===== src/rtl/wb_scheduler_pkg.sv =====
// wb_scheduler_pkg: shared types and helpers for the writeback scheduler.
// Widths come from the project-wide macros R_MSB, R_LAST, R_COUNT and XBUS
// (the defs.v set). The guarded fallback below applies only when defs.v has
// not already been read into the same compilation unit.
`ifndef R_MSB
`define R_MSB   4
`endif
`ifndef R_LAST
`define R_LAST  31
`endif
`ifndef R_COUNT
`define R_COUNT 32
`endif
`ifndef XBUS
`define XBUS    31:0
`endif

package wb_scheduler_pkg;

  localparam int unsigned REG_LAST  = `R_LAST;
  localparam int unsigned REG_COUNT = `R_COUNT;

  typedef logic [`R_MSB:0]     reg_idx_t;
  typedef logic [`XBUS]        xdata_t;
  typedef logic [`R_COUNT-1:0] reg_mask_t;

  // Writeback source; also the round-robin favour pointer encoding.
  typedef enum logic {
    SRC_ALU = 1'b0,
    SRC_LSU = 1'b1
  } wb_src_e;

  typedef struct packed {
    reg_idx_t rd;
    xdata_t   data;
  } wb_req_t;

  // One-hot scoreboard mask for a register index. Register 0 is never
  // tracked, so its bit is always cleared here.
  function automatic reg_mask_t reg_mask(input reg_idx_t idx);
    reg_mask_t m;
    m      = '0;
    m[idx] = 1'b1;
    m[0]   = 1'b0;
    return m;
  endfunction

endpackage


===== src/rtl/wb_scheduler_if.sv =====
// wb_scheduler_if: issue, writeback-request and register-file-write bundle.
//   master: decode / execution units / register file side (testbench)
//   slave : wb_scheduler
//   iss_*      issue request and hazard-free ready
//   alu_*/lsu_* writeback requests with combinational grants
//   wr_*       registered register-file write port, wb_err sticky error
interface wb_scheduler_if;
  import wb_scheduler_pkg::*;

  logic     iss_valid;
  logic     iss_ready;
  reg_idx_t iss_rd;
  reg_idx_t iss_rs1;
  reg_idx_t iss_rs2;

  logic     alu_valid;
  logic     alu_ready;
  reg_idx_t alu_rd;
  xdata_t   alu_data;

  logic     lsu_valid;
  logic     lsu_ready;
  reg_idx_t lsu_rd;
  xdata_t   lsu_data;

  logic     wr_en;
  reg_idx_t wr_addr;
  xdata_t   wr_data;
  logic     wb_err;

  modport master (
    output iss_valid, iss_rd, iss_rs1, iss_rs2,
    output alu_valid, alu_rd, alu_data,
    output lsu_valid, lsu_rd, lsu_data,
    input  iss_ready, alu_ready, lsu_ready,
    input  wr_en, wr_addr, wr_data, wb_err
  );

  modport slave (
    input  iss_valid, iss_rd, iss_rs1, iss_rs2,
    input  alu_valid, alu_rd, alu_data,
    input  lsu_valid, lsu_rd, lsu_data,
    output iss_ready, alu_ready, lsu_ready,
    output wr_en, wr_addr, wr_data, wb_err
  );
endinterface


===== src/rtl/wb_rr_arb.sv =====
// wb_rr_arb: 2-way writeback arbiter, index 0 = ALU, index 1 = LSU.
//   clk, rst : clock, asynchronous active-high reset
//   valid[1:0]: requests
//   grant[1:0]: combinational one-hot (or zero) grant, forced 0 in reset
//   RR_EN     : 1 = alternate on contention, 0 = ALU always wins
module wb_rr_arb
  import wb_scheduler_pkg::*;
#(
  parameter bit RR_EN = 1'b1
) (
  input  logic       clk,
  input  logic       rst,
  input  logic [1:0] valid,
  output logic [1:0] grant
);

  // Source to favour on the next contended cycle.
  wb_src_e favour_q;

  always_comb begin
    // NOTE: default first so every path assigns grant and no latch is inferred.
    grant = 2'b00;
    if (!rst) begin
      if (valid == 2'b11) begin
        grant = (RR_EN && favour_q == SRC_LSU) ? 2'b10 : 2'b01;
      end else begin
        grant = valid;
      end
    end
  end

  // Pointer moves only when someone is actually granted.
  always_ff @(posedge clk or posedge rst) begin
    if (rst) begin
      favour_q <= SRC_ALU;
    end else if (grant[0]) begin
      favour_q <= SRC_LSU;
    end else if (grant[1]) begin
      favour_q <= SRC_ALU;
    end
  end

endmodule


===== src/rtl/wb_scheduler.sv =====
// wb_scheduler: register scoreboard plus writeback arbitration.
//   clk, rst : clock, asynchronous active-high reset
//   bus      : wb_scheduler_if.slave
//     iss_ready  = no source/destination of the presented instruction busy
//     alu/lsu_ready = combinational grant from wb_rr_arb
//     wr_en/addr/data registered one cycle after the grant
//     wb_err     sticky: a writeback hit a register that was not busy
//   RR_EN    : passed to the arbiter
module wb_scheduler
  import wb_scheduler_pkg::*;
#(
  parameter bit RR_EN = 1'b1
) (
  input  logic            clk,
  input  logic            rst,
  wb_scheduler_if.slave   bus
);

  reg_mask_t busy_q;
  logic      wr_en_q;
  reg_idx_t  wr_addr_q;
  xdata_t    wr_data_q;
  logic      wb_err_q;

  logic [1:0] req;
  logic [1:0] gnt;
  wb_req_t    sel;
  logic       iss_fire;
  logic       wb_write;
  reg_mask_t  set_mask;
  reg_mask_t  clr_mask;

  assign req = {bus.lsu_valid, bus.alu_valid};

  wb_rr_arb #(.RR_EN(RR_EN)) u_arb (
    .clk   (clk),
    .rst   (rst),
    .valid (req),
    .grant (gnt)
  );

  assign bus.alu_ready = gnt[0];
  assign bus.lsu_ready = gnt[1];

  // busy_q[0] is never set, so register 0 never blocks issue.
  assign bus.iss_ready = !(busy_q[bus.iss_rs1] | busy_q[bus.iss_rs2] |
                           busy_q[bus.iss_rd]);

  assign sel      = gnt[1] ? '{rd: bus.lsu_rd, data: bus.lsu_data}
                           : '{rd: bus.alu_rd, data: bus.alu_data};
  assign iss_fire = bus.iss_valid && bus.iss_ready;
  // A grant to register 0 is consumed but never written.
  assign wb_write = (gnt != 2'b00) && (sel.rd != '0);

  // Clear follows the register-file commit edge, i.e. the edge that ends
  // the cycle in which wr_en is high. Set and clear can only coincide on
  // different indices, so both masks apply independently.
  assign set_mask = iss_fire ? reg_mask(bus.iss_rd) : '0;
  assign clr_mask = wr_en_q  ? reg_mask(wr_addr_q)  : '0;

  always_ff @(posedge clk or posedge rst) begin
    if (rst) begin
      busy_q <= '0;
    end else begin
      // NOTE: non-blocking so every flop samples pre-edge values regardless
      // of statement or block order.
      busy_q <= (busy_q & ~clr_mask) | set_mask;
    end
  end

  always_ff @(posedge clk or posedge rst) begin
    if (rst) begin
      // NOTE: address/data are reset only because they must read zero during
      // reset; a pure datapath register would normally be left unreset.
      wr_en_q   <= 1'b0;
      wr_addr_q <= '0;
      wr_data_q <= '0;
      wb_err_q  <= 1'b0;
    end else begin
      wr_en_q <= wb_write;
      if (wb_write) begin
        wr_addr_q <= sel.rd;
        wr_data_q <= sel.data;
        if (!busy_q[sel.rd]) begin
          wb_err_q <= 1'b1;
        end
      end
    end
  end

  assign bus.wr_en   = wr_en_q;
  assign bus.wr_addr = wr_addr_q;
  assign bus.wr_data = wr_data_q;
  assign bus.wb_err  = wb_err_q;

endmodule

===== src/flat_wrapper.sv =====
// flat-port wrapper written by rule: the top's interface ports become plain ports
module wb_scheduler_flat import wb_scheduler_pkg::*;
#(
  parameter bit RR_EN = 1'b1
)
  (clk, rst, bus_iss_valid, bus_iss_rd, bus_iss_rs1, bus_iss_rs2, bus_alu_valid, bus_alu_rd, bus_alu_data, bus_lsu_valid, bus_lsu_rd, bus_lsu_data, bus_iss_ready, bus_alu_ready, bus_lsu_ready, bus_wr_en, bus_wr_addr, bus_wr_data, bus_wb_err);
  wb_scheduler_if bus_i ();
  input  logic clk;
  input  logic rst;
  input wire logic [$bits(bus_i.iss_valid)-1:0] bus_iss_valid;
  input wire logic [$bits(bus_i.iss_rd)-1:0] bus_iss_rd;
  input wire logic [$bits(bus_i.iss_rs1)-1:0] bus_iss_rs1;
  input wire logic [$bits(bus_i.iss_rs2)-1:0] bus_iss_rs2;
  input wire logic [$bits(bus_i.alu_valid)-1:0] bus_alu_valid;
  input wire logic [$bits(bus_i.alu_rd)-1:0] bus_alu_rd;
  input wire logic [$bits(bus_i.alu_data)-1:0] bus_alu_data;
  input wire logic [$bits(bus_i.lsu_valid)-1:0] bus_lsu_valid;
  input wire logic [$bits(bus_i.lsu_rd)-1:0] bus_lsu_rd;
  input wire logic [$bits(bus_i.lsu_data)-1:0] bus_lsu_data;
  output wire logic [$bits(bus_i.iss_ready)-1:0] bus_iss_ready;
  output wire logic [$bits(bus_i.alu_ready)-1:0] bus_alu_ready;
  output wire logic [$bits(bus_i.lsu_ready)-1:0] bus_lsu_ready;
  output wire logic [$bits(bus_i.wr_en)-1:0] bus_wr_en;
  output wire logic [$bits(bus_i.wr_addr)-1:0] bus_wr_addr;
  output wire logic [$bits(bus_i.wr_data)-1:0] bus_wr_data;
  output wire logic [$bits(bus_i.wb_err)-1:0] bus_wb_err;
  assign bus_i.iss_valid = bus_iss_valid;
  assign bus_i.iss_rd = bus_iss_rd;
  assign bus_i.iss_rs1 = bus_iss_rs1;
  assign bus_i.iss_rs2 = bus_iss_rs2;
  assign bus_i.alu_valid = bus_alu_valid;
  assign bus_i.alu_rd = bus_alu_rd;
  assign bus_i.alu_data = bus_alu_data;
  assign bus_i.lsu_valid = bus_lsu_valid;
  assign bus_i.lsu_rd = bus_lsu_rd;
  assign bus_i.lsu_data = bus_lsu_data;
  assign bus_iss_ready = bus_i.iss_ready;
  assign bus_alu_ready = bus_i.alu_ready;
  assign bus_lsu_ready = bus_i.lsu_ready;
  assign bus_wr_en = bus_i.wr_en;
  assign bus_wr_addr = bus_i.wr_addr;
  assign bus_wr_data = bus_i.wr_data;
  assign bus_wb_err = bus_i.wb_err;
  wb_scheduler #(.RR_EN(RR_EN)) u_core (.clk(clk), .rst(rst), .bus(bus_i));
endmodule

===== config.mk =====
export PLATFORM = sky130hd
export DESIGN_NAME = wb_scheduler_flat
export DESIGN_NICKNAME = d
export VERILOG_FILES = /design/src/rtl/wb_scheduler_pkg.sv /design/src/rtl/wb_scheduler_if.sv /design/src/rtl/wb_rr_arb.sv /design/src/rtl/wb_scheduler.sv /design/src/flat_wrapper.sv
export SDC_FILE = /design/constraint.sdc
export NUM_CORES = 1
export LEC_CHECK = 0
export BUFFER_PORTS_ARGS = -buffer_cell sky130_fd_sc_hd__buf_4
export CAP_MARGIN = 10
export CORE_ASPECT_RATIO = 0.6
export CORE_MARGIN = 5
export CORE_UTILIZATION = 43
export CTS_CLUSTER_DIAMETER = 50
export CTS_CLUSTER_SIZE = 20
export DETAILED_ROUTE_END_ITERATION = 8
export PLACE_DENSITY = 0.7
export SETUP_SLACK_MARGIN = 0.02
export SYNTH_ARGS = -nofsm -noshare
export SYNTH_HDL_FRONTEND = slang
export SYNTH_SLANG_ARGS = --single-unit

===== constraint.sdc =====
create_clock -name clk -period 7.5 [get_ports clk]
set_input_delay 1.875 -clock clk [delete_from_list [all_inputs] [get_ports clk]]
set_output_delay 1.875 -clock clk [all_outputs]
set_load 0.02 [all_outputs]

**Word-level counts from Yosys, hierarchy flattened**

Cells that the tools add are included.

- Register bits: 72
- Word-level logic and storage cells: 48
- Bits of input ports: 94
- Output and inout port bits: 42

- Order comparisons: 7
- Mux-type cells: 20
- Eq/ne operators: 1
- Bitwise operators: 6
- Reduce and logical (&&, ||, !) cells: 8

Operator list:

| operator | number |
|---|---|
| 32-bit two-way mux | 2 |
| 37-bit two-way mux | 1 |
| 32-bit AND | 1 |
| 32-bit NOT | 1 |
| 32-bit OR | 1 |
| 5-bit by 6-bit less-than comparator with 1-bit output, second input constant | 5 |
| 1-bit binary-select mux with 5-bit select | 4 |
| 1-bit demux with 5-bit select | 2 |
| 5-bit by 1-bit >= comparator with 1-bit output, second input constant | 2 |
| 1-bit two-way mux | 8 |
| 2-bit two-way mux | 3 |
| 5-bit nonzero test | 1 |
| 1-bit logical AND | 4 |
| 2-bit equality test, second input constant | 1 |
| 1-bit OR | 2 |
| 2-bit AND reduction | 1 |
| 2-bit nonzero test | 1 |
| 1-bit logical NOT | 1 |
| 1-bit NOT | 1 |

**Longest topological paths before layout**

Gate-level depths: netlist of run 1.

- Depth in word-level cells: 8
- Mapped depth: 9
- Mapped depth without buffers: 7

**By module**

A second synthesis of run 1 with hierarchy kept.

- Cell total of the unflattened synthesis: 419
- Area total of the unflattened synthesis: 4465.5 um2

By module, submodules not included:

| module | seq. area each (um2) | cells an instance | times used | area an instance (um2) |
|---|---|---|---|---|
| wb_scheduler | 1751.7 | 411 | 1 | 4394.2 |
| wb_rr_arb | 25.0 | 8 | 1 | 71.3 |

**Worst setup path before layout of run 1**

Ideal clock, no wire load.

- Path type: input -> output
- Start point: input bus_iss_rd[0]
- End point: output bus_iss_ready
- Setup slack: 1.929 ns
- Stages: 8
- Data required time: 5.625 ns
- Path buffers: 2
- Data arrival time: 3.696 ns
- Cell sequence: buf_2 buf_1 mux2i_1 nor2_1 nor3_1 o22ai_1 nor4_4 o211a_1

- Cells in the longest elaborated chain, start to end: 4

Ends and longest elaborated chain:

| what | RTL line | RTL |
|---|---|---|
| start, declared | flat_wrapper.sv:11 | `input wire logic [$bits(bus_i.iss_rd)-1:0] bus_iss_rd;` |
| 1-bit binary-select mux with 5-bit select | wb_scheduler.sv:47 | `busy_q[bus.iss_rd]);` |
| 1-bit two-way mux (implied by the code) | wb_scheduler.sv:47 |  |
| 1-bit OR | wb_scheduler.sv:46 | `assign bus.iss_ready = !(busy_q[bus.iss_rs1] \| busy_q[bus.iss_rs2] \|` |
| 1-bit logical NOT | wb_scheduler.sv:46 |  |
| end, declared | flat_wrapper.sv:20 | `output wire logic [$bits(bus_i.iss_ready)-1:0] bus_iss_ready;` |

Every way passes these cells. The select of a mux whose other input is x is not followed.

**Worst setup path in the final report of run 1**

- Start point: input bus_iss_rs1[0]
- End point: output bus_iss_ready

- Cells in the longest elaborated chain, start to end: 5

Ends and longest elaborated chain:

| what | RTL line | RTL |
|---|---|---|
| start, declared | flat_wrapper.sv:12 | `input wire logic [$bits(bus_i.iss_rs1)-1:0] bus_iss_rs1;` |
| 1-bit binary-select mux with 5-bit select | wb_scheduler.sv:46 |  |
| 1-bit two-way mux (implied by the code) | wb_scheduler.sv:46 |  |
| 1-bit OR (2 in a row) | wb_scheduler.sv:46 |  |
| 1-bit logical NOT | wb_scheduler.sv:46 |  |

Every way passes these cells. The select of a mux whose other input is x is not followed.

==> impl_metrics.yaml, run 1 <==
synth:
  ys_ff_latch: 71
  synth_cell_types: 51
  seq_area_frac_synth: 0.397
  synth_top_family_by_area: "simple AND/OR/NAND/NOR gates"
  synth_cells: 506
  syn_nets: 600
  yosys_warnings: 0
  avgSynthCellArea_um2: 8.85
  synth-xor-area-share: 0
  synth-edff-count: 0
  ys_async_sr_fraction: 1.00
  muxShareOfSynthArea: 0.157
  synth_fa_ha_area_frac: 0
  synth-compound-area-share: 0.200
  synth-main-ff-cell: "dfrtp_1"
  synth-simple-area-share: 0.210
  synth_area_um2: 4480
clock_tree:
  postCtsHoldBufs: 0
  cts_tree: "done"
  clockRootBuffer: "clkbuf_16"
  cts_resized: 0
  worst_skew_pair.late_latency_ps: 330
  cts.sinks: 71
  numCtsBuffers: 9
  htreeDepth: 3
  postCtsSetupBuffers: 0
  clk_pin_slew_ps: 60
  clk_path_buf_depth: 2
detailed_routing:
  drc: 0
  dr.first_iter.drc_count: 524
  ant_nets: 0
  first_pass_iters: 5
  vias_per_cell: 6.08
  vias: 4647
  wl_per_cell_um: 21.0
  wl_mm: 16.0
sta:
  setup_tns_ps: 0
  timing.fmax_mhz: 172
  fin_ws_ps: 1670
  maxSlewHeadroom: 0.427
  hold_violations: 0
  drv_slew: 0
  rsz0062_at_grt: "no"
  skew_ps: 7.74
  tightest_slew_ps: 849
  fin_crit_ps: 5830
  finalCritPeriodShare: 0.777
  setup_viol: 0
global_route:
  antenna_found_initial: 0
  grt_overflow_total: 0
  grt_max_degree: 75
  grt_util_all_layers: 0.254
  grt_pass1_wl_mm: 24.8
  first_global_vias: 4540
cells_and_area:
  final_area_um2: 5910
  final_common_cell: "buf_4"
  finalNonFillerCells: 764
  num-nets-final: 718
  drive_gt1_frac: 0.296
  layout_common_cells: "140 x buf_4, 74 x nand2_1, 71 x dfrtp_1"
  syn2layout_area_growth_pct: 32.0
  insertedDiodeCount: 0
placement:
  port-buffer-count: 135
  post-place-ws_ps: 1690
  postPlaceCellArea_um2: 5580
  dpl.hpwl_mm: 11.9
  gp_routability_congestion: 0.992
  dp_cells: 748
critical_path:
  worstPathRequired_ps: 5620
  crit_path_end_kind: "output port"
  criticalPathCategory: "primary input to output port"
  arrival_ps: 3960
  start_kind: "primary input"
  crit_path_max_fanout: 11
floorplan:
  design.die.area_um2: 12600
  start_util: 0.447
  rows: 28
  fp.dieW_um: 142
  die_h_um: 89.0
  core_um2: 10000
  pin_count: 136
power_and_ir_drop:
  p_per_area_nw_per_um2: 291
  leakage_nw: 2.60
  peakVddDrop_mv: 0.152
job:
  max_cap_viol_count: 0
worst_hold_path:
  hp-class: "flip-flop to flip-flop"
status:
  outcome: "complete, no violations"
-- layout make-up --
cell class	count	area, µm²
inverter	8	30.0
clock inverter	5	81.3
timing repair buffer	140	1050
clock buffer	11	243
multi-input combinational	394	2560
sequential	71	1780
tap	135	169
fill	914	4110
-- worst paths after layout --
path                       slack (ps)  cells past startpoint                   from                    end
hold / removal                    540                      2  u_core.u_arb.favour_q  u_core.u_arb.favour_q
min in group asynchronous        1510                      2                    rst  u_core.bus.wr_data[2]
setup / recovery                 1670                      8         bus_iss_rs1[0]          bus_iss_ready
hold reg to reg                   540                      2  u_core.u_arb.favour_q  u_core.u_arb.favour_q
max in group asynchronous        4960                      3                    rst      u_core.busy_q[27]
setup reg to reg                 4530                      9  u_core.u_arb.favour_q      u_core.bus.wb_err
-- sequential cells by signal (all words and copies together), names as in the netlist --
register,cells
u_core.bus.wr_data,32
u_core.bus.wb_err,1
u_core.bus.wr_en,1
u_core.busy_q,31
u_core.bus.wr_addr,5
u_core.u_arb.favour_q,1
-- synth_stat cells, drive strengths merged, types with 8 or more instances --
master / count / area, µm²
nor3: 8 / 45.0
mux2i: 37 / 370
o21ai: 68 / 340
buf: 14 / 61.3
nor2: 48 / 180
clkbuf: 19 / 71.3
a31oi: 36 / 225
mux4: 11 / 252
dfrtp: 71 / 1780
nand2: 75 / 282
nand3: 11 / 65.1
o22ai: 10 / 62.6
nand3b: 15 / 113
a21oi: 10 / 50.1
-- logic make-up after synthesis --
kind of cell    count (synthesis)
simple gates                  189
buf+inv                        41
compound gates                150
mux                            55
flops                          71
-- per-layer routing --
layer	routed length [µm]	global-route usage
met5	0	0
met1	6860	0.370
met3	1770	0.0738
met2	7160	0.375
met4	242	0.0575
-- where the power goes --
| group | internal, mW | leakage [nW] | switching (mW) |
|---|---|---|---|
| clock network | 0.300 | 0.156 | 0.162 |
| registers | 0.497 | 0.796 | 0.218 |
| logic | 0.266 | 1.65 | 0.274 |
| total | 1.06 | 2.60 | 0.654 |
-- through the flow --
step,hold slack [ps],util,power (mW)
global route,560,0.590,1.79
detailed placement,530,0.557,1.24
global placement,522,0.557,1.22
finish,535,0.590,1.72
floorplan,498,-,0.959
CTS,538,0.590,1.70
-- critical path, stage by stage --
cell	delay (ps)
buf_4	160
mux4_1	550
and4_1	220
a31oi_1	140
o211ai_1	160
nor4_4	490
o211a_1	220
buf_4	140
(Power assumes the default switching activity.)
==> run 2, diff against run 1 <==
- clock period: 7.5 -> 5.7 ns (I/O delays scaled with it)
==> impl_metrics.yaml, run 2 (synthesis results as in run 1) <==
power_and_ir_drop:
  comb_power_share: 0.325
  p_per_area_nw_per_um2: 370
  switchingPower_uw: 868
  power_mw: 2.17
  peakVddDrop_mv: 0.230
  netSwitchingFraction: 0.400
  leakage_nw: 2.58
  seqPwrFrac: 0.433
  clock_power_share: 0.242
  p_int_mw: 1.30
clock_tree:
  clk_path_buf_depth: 2
  htreeDepth: 3
  cts.sinks: 71
  cts_tree: "done"
  cts_resized: 0
  worst_skew_pair.late_latency_ps: 340
  numCtsBuffers: 9
  postCtsHoldBufs: 0
  clockRootBuffer: "clkbuf_16"
  clk_pin_slew_ps: 60
  postCtsSetupBuffers: 0
detailed_routing:
  wl_mm: 15.7
  first_pass_iters: 5
  ant_nets: 0
  drc: 0
  vias: 4602
  dr.first_iter.drc_count: 445
  wl_per_cell_um: 20.5
  vias_per_cell: 6.02
critical_path:
  crit_path_end_kind: "output port"
  crit_slowest_cell: "mux4_1"
  arrival_ps: 3500
  worstPathRequired_ps: 4280
  path_cells: "buf_4, mux4_1, and4_1, a31oi_1, o211ai_1, nor4_4, o211a_1, buf_4"
  start_kind: "primary input"
  crit_top_cell: "buf_4"
  max_stage_delay_ps: 570
  crit_path_max_fanout: 11
  criticalPathCategory: "primary input to output port"
sta:
  drv_slew: 0
  skew_ps: 11.0
  setup_tns_ps: 0
  setup_viol: 0
  hold_violations: 0
  fin_crit_ps: 4930
  finalCritPeriodShare: 0.865
  hold-worst-slack_ps: 549
  rsz0062_at_grt: "no"
  maxSlewHeadroom: 0.395
  fin_ws_ps: 771
  timing.fmax_mhz: 203
  tightest_slew_ps: 896
placement:
  dp_cells: 748
  gp_routability_congestion: 0.963
  dpl.hpwl_mm: 11.7
  port-buffer-count: 135
  postPlaceCellArea_um2: 5580
  post-place-ws_ps: 805
cells_and_area:
  finalCoreUtilization: 0.585
  regArea_um2: 1780
  final_area_um2: 5860
  n_fill_cell: 913
  layout_common_cells: "140 x buf_4, 74 x nand2_1, 71 x dfrtp_1"
  insertedDiodeCount: 0
  syn2layout_area_growth_pct: 31.0
  drive_gt1_frac: 0.297
  finalNonFillerCells: 764
  final_common_cell: "buf_4"
  multi_input_area_um2: 2560
  largest_reg_flops: 32
  num-nets-final: 718
global_route:
  grt_max_degree: 75
  grt_overflow_total: 0
  first_global_vias: 4384
  grt_util_all_layers: 0.247
  antenna_found_initial: 0
  grt_pass1_wl_mm: 24.0
status:
  outcome: "complete, no violations"
floorplan:
  fp.dieW_um: 142
  start_util: 0.447
  core_um2: 10000
  design.die.area_um2: 12600
  die_h_um: 89.0
  pin_count: 136
  rows: 28
worst_hold_path:
  hp-class: "flip-flop to flip-flop"
job:
  max_cap_viol_count: 0
[run 2: power groups by stage]
stage	Combinational, mW	Sequential [mW]	Clock, mW
after floorplan	0.430	0.832	0
after global placement	0.682	0.919	0
after detailed placement	0.701	0.919	0
after CTS	0.704	0.914	0.533
after global routing	0.772	0.939	0.557
final	0.705	0.939	0.525
[run 2: final timing paths]
| kind | startpoint | endpoint | slack [ps] | depth (start not counted) |
|---|---|---|---|---|
| setup / recovery | bus_iss_rs1[0] | bus_iss_ready | 770 | 8 |
| setup reg to reg | u_core.u_arb.favour_q | u_core.bus.wb_err | 2730 | 9 |
| max in group asynchronous | rst | u_core.busy_q[26] | 3610 | 3 |
| min in group asynchronous | rst | u_core.bus.wr_data[4] | 1060 | 2 |
| hold / removal | u_core.bus.wr_data[8] | u_core.bus.wr_data[8] | 550 | 2 |
| hold reg to reg | u_core.bus.wr_data[8] | u_core.bus.wr_data[8] | 550 | 2 |
[run 2: cell type report]
| cell class | count | share of cell area |
|---|---|---|
| clock buffer | 9 | 0.0384 |
| clock inverter | 7 | 0.00939 |
| inverter | 8 | 0.00512 |
| multi-input combinational | 394 | 0.436 |
| sequential | 71 | 0.303 |
| tap | 135 | 0.0288 |
| timing repair buffer | 140 | 0.179 |
[run 2: worst max-delay path: cells and delay by family]
family | cells | cell delay, ps
simple gates | 2 | 700
mux | 1 | 570
compound gates | 3 | 510
buf+inv | 2 | 290
[run 2: metal layers]
layer  GRT usage  routed length [µm]
met5           0                   0
met4      0.0645                 259
met1       0.366                6710
met2       0.344                6710
met3      0.0855                2020
